File: src/rtl/pc_sequencer_pkg.sv
// Shared definitions for the fetch-stage next-PC controller: state encoding,
// default vectors and target alignment helpers.
package pc_sequencer_pkg;

    typedef enum logic [1:0] {
        ST_RUN   = 2'd0,
        ST_DELAY = 2'd1,
        ST_HALT  = 2'd2
    } pc_state_t;

    localparam logic [31:0] DEFAULT_RESET_VECTOR = 32'h0000_0000;
    localparam logic [31:0] DEFAULT_EXC_VECTOR   = 32'h0000_0080;

    // Word-align a redirect target by clearing its two low bits.
    function automatic logic [31:0] align_target(input logic [31:0] t);
        return {t[31:2], 2'b00};
    endfunction

    // True when a redirect target is not word aligned.
    function automatic logic misaligned(input logic [31:0] t);
        return |t[1:0];
    endfunction

endpackage

File: src/rtl/pc_sequencer_if.sv
// Request/response bundle between decode/branch-resolve logic (master)
// and the next-PC controller (slave).
interface pc_sequencer_if;

    logic        Stall;
    logic        BranchTaken;
    logic [31:0] BranchTarget;
    logic        Jump;
    logic [31:0] JumpTarget;
    logic        Exception;
    logic        Halt;
    logic        Resume;
    logic [31:0] PCResult;
    logic [31:0] PCPlus4;
    logic [31:0] EPC;
    logic        FetchValid;
    logic        AlignErr;
    logic [1:0]  State;

    modport master (
        output Stall, BranchTaken, BranchTarget, Jump, JumpTarget,
               Exception, Halt, Resume,
        input  PCResult, PCPlus4, EPC, FetchValid, AlignErr, State
    );

    modport slave (
        input  Stall, BranchTaken, BranchTarget, Jump, JumpTarget,
               Exception, Halt, Resume,
        output PCResult, PCPlus4, EPC, FetchValid, AlignErr, State
    );

endinterface

File: src/rtl/pc_sequencer_pc_reg.sv
// 32-bit program counter register with load enable and asynchronous reset.
module pc_reg #(
    parameter logic [31:0] RESET_VALUE = '0
) (
    input  logic        clk,
    input  logic        rst,
    input  logic        en,
    input  logic [31:0] d,
    output logic [31:0] q
);

    // Load the next PC when enabled; reset forces the reset vector.
    always_ff @(posedge clk or posedge rst) begin
        if (rst) begin
            q <= RESET_VALUE;
        end else if (en) begin
            q <= d;
        end
    end

endmodule

File: src/rtl/pc_sequencer.sv
// Next-PC controller: selects sequential / branch / jump / exception fetch
// address, handles optional branch delay slot, stall and halt/resume, and
// captures EPC on exceptions.
module pc_sequencer
    import pc_sequencer_pkg::*;
#(
    parameter logic [31:0] RESET_VECTOR = DEFAULT_RESET_VECTOR,
    parameter logic [31:0] EXC_VECTOR   = DEFAULT_EXC_VECTOR,
    parameter int unsigned DELAY_SLOT   = 1
) (
    input  logic          Clk,
    input  logic          Reset,
    pc_sequencer_if.slave bus
);

    pc_state_t   state_q, state_d;
    logic [31:0] pc_q, pc_d, pc_plus4;
    logic [31:0] tgt_q, tgt_d;
    logic [31:0] epc_q, epc_d;
    logic [31:0] req_tgt;
    logic        pc_en;
    logic        ret_delay_q, ret_delay_d;
    logic        started_q;
    logic        aerr_q, aerr_d;
    logic        req, hold;

    pc_reg #(.RESET_VALUE(RESET_VECTOR)) u_pc_reg (
        .clk (Clk),
        .rst (Reset),
        .en  (pc_en),
        .d   (pc_d),
        .q   (pc_q)
    );

    assign pc_plus4 = pc_q + 32'd4;
    assign req      = bus.Jump | bus.BranchTaken;
    assign req_tgt  = bus.Jump ? bus.JumpTarget : bus.BranchTarget;
    // The first edge after reset only validates the fetch at RESET_VECTOR,
    // so the PC advances only once that fetch has actually been presented.
    assign hold     = bus.Stall | ~started_q;

    // Next-state, next-PC and target-latch selection by priority.
    always_comb begin
        state_d     = state_q;
        pc_en       = 1'b0;
        pc_d        = pc_q;
        tgt_d       = tgt_q;
        epc_d       = epc_q;
        ret_delay_d = ret_delay_q;
        aerr_d      = 1'b0;
        if (bus.Exception) begin
            pc_en       = 1'b1;
            pc_d        = EXC_VECTOR;
            epc_d       = pc_q;
            tgt_d       = '0;
            ret_delay_d = 1'b0;
            state_d     = ST_RUN;
        end else begin
            unique case (state_q)
                ST_HALT: begin
                    if (!bus.Halt && bus.Resume) begin
                        state_d = ret_delay_q ? ST_DELAY : ST_RUN;
                    end
                end
                ST_RUN, ST_DELAY: begin
                    if (bus.Halt) begin
                        // Remember whether a redirect is still owed on resume.
                        ret_delay_d = (state_q == ST_DELAY);
                        state_d     = ST_HALT;
                    end else if (!hold) begin
                        pc_en = 1'b1;
                        if (state_q == ST_DELAY) begin
                            pc_d    = tgt_q;
                            state_d = ST_RUN;
                        end else if (req) begin
                            aerr_d = misaligned(req_tgt);
                            if (DELAY_SLOT != 0) begin
                                pc_d    = pc_plus4;
                                tgt_d   = align_target(req_tgt);
                                state_d = ST_DELAY;
                            end else begin
                                pc_d = align_target(req_tgt);
                            end
                        end else begin
                            pc_d = pc_plus4;
                        end
                    end
                end
                default: state_d = ST_RUN;
            endcase
        end
    end

    // Control state, pending target, EPC and alignment pulse registers.
    always_ff @(posedge Clk or posedge Reset) begin
        if (Reset) begin
            state_q     <= ST_RUN;
            tgt_q       <= '0;
            epc_q       <= '0;
            ret_delay_q <= 1'b0;
            started_q   <= 1'b0;
            aerr_q      <= 1'b0;
        end else begin
            state_q     <= state_d;
            tgt_q       <= tgt_d;
            epc_q       <= epc_d;
            ret_delay_q <= ret_delay_d;
            started_q   <= 1'b1;
            aerr_q      <= aerr_d;
        end
    end

    assign bus.PCResult   = pc_q;
    assign bus.PCPlus4    = pc_plus4;
    assign bus.EPC        = epc_q;
    assign bus.FetchValid = started_q && (state_q != ST_HALT);
    assign bus.AlignErr   = aerr_q;
    assign bus.State      = state_q;

endmodule
File: src/flat_wrapper.sv
// flat-port wrapper written by rule: the top's interface ports become plain ports
module pc_sequencer_flat import pc_sequencer_pkg::*;
#(
    parameter logic [31:0] RESET_VECTOR = DEFAULT_RESET_VECTOR,
    parameter logic [31:0] EXC_VECTOR   = DEFAULT_EXC_VECTOR,
    parameter int unsigned DELAY_SLOT   = 1
)
  (Clk, Reset, bus_Stall, bus_BranchTaken, bus_BranchTarget, bus_Jump, bus_JumpTarget, bus_Exception, bus_Halt, bus_Resume, bus_PCResult, bus_PCPlus4, bus_EPC, bus_FetchValid, bus_AlignErr, bus_State);
  pc_sequencer_if bus_i ();
  input  logic Clk;
  input  logic Reset;
  input wire logic [$bits(bus_i.Stall)-1:0] bus_Stall;
  input wire logic [$bits(bus_i.BranchTaken)-1:0] bus_BranchTaken;
  input wire logic [$bits(bus_i.BranchTarget)-1:0] bus_BranchTarget;
  input wire logic [$bits(bus_i.Jump)-1:0] bus_Jump;
  input wire logic [$bits(bus_i.JumpTarget)-1:0] bus_JumpTarget;
  input wire logic [$bits(bus_i.Exception)-1:0] bus_Exception;
  input wire logic [$bits(bus_i.Halt)-1:0] bus_Halt;
  input wire logic [$bits(bus_i.Resume)-1:0] bus_Resume;
  output wire logic [$bits(bus_i.PCResult)-1:0] bus_PCResult;
  output wire logic [$bits(bus_i.PCPlus4)-1:0] bus_PCPlus4;
  output wire logic [$bits(bus_i.EPC)-1:0] bus_EPC;
  output wire logic [$bits(bus_i.FetchValid)-1:0] bus_FetchValid;
  output wire logic [$bits(bus_i.AlignErr)-1:0] bus_AlignErr;
  output wire logic [$bits(bus_i.State)-1:0] bus_State;
  assign bus_i.Stall = bus_Stall;
  assign bus_i.BranchTaken = bus_BranchTaken;
  assign bus_i.BranchTarget = bus_BranchTarget;
  assign bus_i.Jump = bus_Jump;
  assign bus_i.JumpTarget = bus_JumpTarget;
  assign bus_i.Exception = bus_Exception;
  assign bus_i.Halt = bus_Halt;
  assign bus_i.Resume = bus_Resume;
  assign bus_PCResult = bus_i.PCResult;
  assign bus_PCPlus4 = bus_i.PCPlus4;
  assign bus_EPC = bus_i.EPC;
  assign bus_FetchValid = bus_i.FetchValid;
  assign bus_AlignErr = bus_i.AlignErr;
  assign bus_State = bus_i.State;
  pc_sequencer #(.RESET_VECTOR(RESET_VECTOR), .EXC_VECTOR(EXC_VECTOR), .DELAY_SLOT(DELAY_SLOT)) u_core (.Clk(Clk), .Reset(Reset), .bus(bus_i));
endmodule
File: config.mk
export PLATFORM = sky130hd
export DESIGN_NAME = pc_sequencer_flat
export DESIGN_NICKNAME = d
export VERILOG_FILES = /design/src/rtl/pc_sequencer_pkg.sv /design/src/rtl/pc_sequencer_if.sv /design/src/rtl/pc_sequencer_pc_reg.sv /design/src/rtl/pc_sequencer.sv /design/src/flat_wrapper.sv
export SDC_FILE = /design/constraint.sdc
export NUM_CORES = 1
export LEC_CHECK = 0
export ABC_AREA = 1
export CORE_ASPECT_RATIO = 0.6
export CORE_MARGIN = 2
export CORE_UTILIZATION = 35
export CTS_CLUSTER_DIAMETER = 30
export CTS_CLUSTER_SIZE = 25
export DETAILED_ROUTE_END_ITERATION = 8
export GPL_ROUTABILITY_DRIVEN = 0
export GPL_TIMING_DRIVEN = 0
export PLACE_DENSITY = 0.66
export SYNTH_ARGS = -nofsm -noshare
export SYNTH_HDL_FRONTEND = slang
export SYNTH_HIERARCHICAL = 1
export SYNTH_SLANG_ARGS = --single-unit
File: constraint.sdc
create_clock -name Clk -period 2.5 [get_ports Clk]
set_input_delay 0.625 -clock Clk [delete_from_list [all_inputs] [get_ports Clk]]
set_output_delay 0.625 -clock Clk [all_outputs]
set_load 0.05 [all_outputs]
==> metrics.txt <==
# TYPE chip_impl_metric gauge
chip_impl_metric{name="timing.critical_path.required",unit="ns"} 1.88
chip_impl_metric{name="cell_rows",unit=""} 36
chip_impl_metric{name="clock-sinks",unit=""} 99
chip_impl_info{name="cpLargestDelayFamily",value="simple AND/OR/NAND/NOR gates"} 1
chip_impl_metric{name="worst_slew_margin_rel",unit=""} 0.5143
chip_impl_metric{name="synthArstFlopShare",unit=""} 1.000
chip_impl_metric{name="residual_drc_count",unit=""} 0
chip_impl_metric{name="floorplan.initialDensity",unit=""} 0.3585
chip_impl_metric{name="cp_num_buf_inv",unit=""} 2
chip_impl_metric{name="worst_ep_arrival_time",unit="ns"} 1.89
chip_impl_metric{name="i_o_pin_total",unit=""} 172
chip_impl_metric{name="netlist_area_before_placement",unit="sq um"} 5829
chip_impl_metric{name="power.ir.vdd_worst",unit="mV"} 0.2774
chip_impl_metric{name="ys_warn_count",unit=""} 6
chip_impl_metric{name="synthesis.nets",unit=""} 908
chip_impl_metric{name="postSynthCellCount",unit=""} 835
chip_impl_metric{name="grt_remaining_overflow",unit=""} 0
chip_impl_metric{name="max-clock-path-buffers",unit=""} 2
chip_impl_info{name="root_buffer",value="clkbuf_16"} 1
chip_impl_metric{name="timing.final.hold_violations",unit=""} 0
chip_impl_metric{name="die_width",unit="um"} 170.6
chip_impl_metric{name="cts_made_buffers",unit=""} 9
chip_impl_metric{name="via_count_of_the_first_global_routing_pass",unit=""} 5791
chip_impl_metric{name="timing.final.ws_setup",unit="ns"} -0.01092
chip_impl_info{name="synth_top_flop_cell",value="dfrtp_1"} 1
chip_impl_metric{name="finish.utilization",unit=""} 0.5289
chip_impl_metric{name="fin_worst_hold_slack",unit="ns"} 0.4810
chip_impl_metric{name="global_route.usage.total",unit=""} 0.2379
chip_impl_metric{name="timing.clock.skew",unit="ns"} 0.006521
chip_impl_metric{name="post_detailed_route_wirelength_per_cell",unit="um"} 16.62
chip_impl_metric{name="min_period",unit="ns"} 2.511
chip_impl_metric{name="clk_transition_reported_paths",unit="ns"} 0.07
chip_impl_metric{name="post_synth_adder_cell_area",unit=""} 0.002146
chip_impl_metric{name="timing.final.crit_share",unit=""} 1.004
chip_impl_info{name="critical_path.cell_chain",value="ha_4 > nand2_4 > nor2_4 > nand2_4 > nor2_4 > nand2_1 > nand2_1 > nand2_2 > inv_2 > buf_8"} 1
chip_impl_info{name="timing.critical_path.slowest_stage_cell",value="dfrtp_2"} 1
chip_impl_info{name="critPathCaptureType",value="output port"} 1
chip_impl_metric{name="routed_via_density",unit=""} 4.931
chip_impl_metric{name="core-area",unit="sq um"} 16260
chip_impl_metric{name="wire_length_of_the_first_global_routing_pass",unit="um"} 32530
chip_impl_metric{name="max_cap_viol_count",unit=""} 0
chip_impl_metric{name="synth_mux_area_frac",unit=""} 0
chip_impl_metric{name="dr_total_vias",unit=""} 6272
chip_impl_metric{name="postCtsHoldBufs",unit=""} 0
chip_impl_metric{name="worst-slew-pin-transition",unit="ns"} 0.7278
chip_impl_metric{name="setup_viol",unit=""} 1
chip_impl_metric{name="powerDensity",unit="nW/um^2"} 459.4
chip_impl_metric{name="antenna_cells_inserted",unit=""} 0
chip_impl_metric{name="synth_cell_types",unit=""} 32
chip_impl_metric{name="yosys.area_share.simple",unit=""} 0.3634
chip_impl_metric{name="detail-route-antenna-nets",unit=""} 0
chip_impl_metric{name="insertion_delay",unit="ns"} 0.35
chip_impl_info{name="violated_checks",value="setup timing"} 1
chip_impl_metric{name="synth-edff-count",unit=""} 0
chip_impl_metric{name="dp_hpwl",unit="um"} 16030
chip_impl_metric{name="layout-area-overhead-vs-synth",unit="%"} 47.54
chip_impl_metric{name="synth_compound_gate_area_share",unit=""} 0.1155
chip_impl_metric{name="ys_seq_elements",unit=""} 99
chip_impl_metric{name="maxClockFrequency",unit="MHz"} 398.3
chip_impl_metric{name="maximum_cell_stage_delay_along_the_critical_path",unit="ns"} 0.41
chip_impl_metric{name="avg_synthesized_cell_area",unit="sq um"} 6.981
chip_impl_metric{name="synthDominantCellAreaShare",unit=""} 0.4250
chip_impl_info{name="synth_top_family_by_area",value="simple AND/OR/NAND/NOR gates"} 1
chip_impl_metric{name="dr.first_iter.drc_count",unit=""} 567
chip_impl_metric{name="post_layout_net_count",unit=""} 1113
chip_impl_metric{name="synth_xor_area_frac",unit=""} 0.007512
chip_impl_metric{name="port-buffer-count",unit=""} 169
chip_impl_info{name="netlist.top_cell.by_area",value="dfrtp_1"} 1
chip_impl_metric{name="grt_max_degree",unit=""} 67
chip_impl_metric{name="grt_antenna_before_repair",unit=""} 1
chip_impl_metric{name="die_area",unit="sq um"} 17740
chip_impl_info{name="netlist_top_cells_area",value="dfrtp_1, nand2_1, nor2_1"} 1
chip_impl_info{name="status",value="complete, but fails checks"} 1
chip_impl_info{name="rsz0062_at_grt",value="true"} 1
chip_impl_metric{name="power.static_leakage",unit="nW"} 4.045
chip_impl_info{name="tritoncts_clock_tree",value="yes"} 1
chip_impl_metric{name="critPathMaxFanout",unit=""} 7
chip_impl_metric{name="routed_wirelength",unit="um"} 21140
chip_impl_info{name="worst_setup_start_kind",value="flip-flop"} 1
chip_impl_metric{name="seq_area_frac_synth",unit=""} 0.4250
chip_impl_metric{name="drv_slew",unit=""} 0
chip_impl_metric{name="layout-drive-gt1-share",unit=""} 0.1964
chip_impl_metric{name="firstDrtPassIters",unit=""} 5
chip_impl_metric{name="place_worst_setup_slack",unit="ns"} -0.4316
chip_impl_info{name="hp_class",value="flip-flop to flip-flop"} 1
chip_impl_metric{name="final_cell_area",unit="sq um"} 8601
chip_impl_info{name="worstSetupPathType",value="flip-flop to output port"} 1
chip_impl_metric{name="dpl-instance-area",unit="sq um"} 7896
chip_impl_metric{name="chipHeight",unit="um"} 104.0
chip_impl_metric{name="ff2ff_setup_slack",unit="ns"} 0.51
chip_impl_metric{name="htree_num_levels",unit=""} 3
[cell usage after synthesis, types with 6 or more instances]
cell type and count:
o21ai_1 14, nand2_1 308, o41ai_1 26, nor2_1 154, nor2_2 6, dfrtp_1 99
buf_2 18, nand2_2 14, buf_4 6, inv_1 55, clkbuf_1 12, o21ai_0 53
nand3_1 29, nor2_4 6
[tightest hold or removal path, stage by stage, from the launching register on]
cell and delay (ns):
dfrtp_1 0.35, nand2_1 0.05, nand2_1 0.05
[power by group]
part           switching, W  leakage (nW)  total (W)  internal, W
combinational      0.000529          2.57   0.000839     0.000310
sequential        0.0000490          1.33    0.00170      0.00165
clock              0.000638         0.146    0.00141     0.000775
[layout make-up]
type / count / area (sq um)
sequential: 99 / 2506
clock inverter: 6 / 66.31
multi-input combinational: 635 / 3059
buffer: 43 / 275.3
timing repair buffer: 194 / 1956
inverter: 58 / 227.7
tap: 228 / 285.3
clock buffer: 9 / 225.2
fill: 1616 / 7660
[cells in the final DEF, fill, tap and decap left out, types with 4 or more instances in the layout]
cell	n
nor2_1	144
nor2_4	14
nand2_2	38
clkdlybuf4s50_1	138
buf_8	8
inv_2	5
dfrtp_2	23
buf_2	20
buf_6	12
buf_4	32
clkbuf_16	9
o41ai_1	26
nand3_1	24
dfrtp_1	76
o41ai_2	4
inv_1	51
xor2_2	4
nor2_2	8
o21ai_1	14
nand3_2	5
o21ai_0	53
clkbuf_1	12
nand2_1	282
[path summary, 6_finish.rpt]
| kind | from | endpoint | cells past startpoint |
|---|---|---|---|
| setup / recovery | u_core/u_pc_reg/q[3] | bus_PCPlus4[28] | 10 |
| max in group asynchronous | Reset | u_core/u_pc_reg/q[19] | 3 |
| min in group asynchronous | Reset | u_core/bus.EPC[1] | 2 |
| setup reg to reg | u_core/bus.State[1] | u_core/u_pc_reg/q[27] | 11 |
| hold / removal | u_core/bus.EPC[7] | u_core/bus.EPC[7] | 2 |
| hold reg to reg | u_core/bus.EPC[7] | u_core/bus.EPC[7] | 2 |
[per-stage QoR]
stage          cells  power (W)  setup TNS [ns]
3_3_place_gp    1232   0.002522          -88.01
5_1_grt         1272   0.004105         -0.4991
3_5_place_dp    1234   0.002538          -9.277
4_1_cts         1256   0.003957         -0.1705
2_1_floorplan    835   0.002190               0
6_report        1272   0.003951        -0.01092
[metal layers]
metal / track usage / wire length (um)
met1: 0.3761 / 10580
met4: 0.04151 / 136
met2: 0.3149 / 8211
met3: 0.07192 / 2220
met5: 0 / 0
[timing repair]
action	4_1_cts	5_1_grt
gates cloned	0	0
pin swaps	9	20
endpoints found under the setup margin	30	26
setup buffers	7	16
gates resized for setup	178	77
[sequential cells by signal, indices dropped and copies added, names as in the netlist]
register             flops
u_core/bus.AlignErr      1
u_core/ret_delay_q       1
u_core/bus.State         2
u_core/started_q         1
u_core/tgt_q            30
u_core/bus.EPC          32
u_core/u_pc_reg/q       32
[kinds of logic after synthesis]
| group | Yosys count |
|---|---|
| and+or+nand+nor | 524 |
| xor gates and xnor gates | 5 |
| AOI/OAI and AO/OA | 104 |
| other | 1 |
| DFF | 99 |
| buffers and inverters | 101 |
| adders and majority gates | 1 |
No activity file was read; power rests on OpenSTA's default activity.
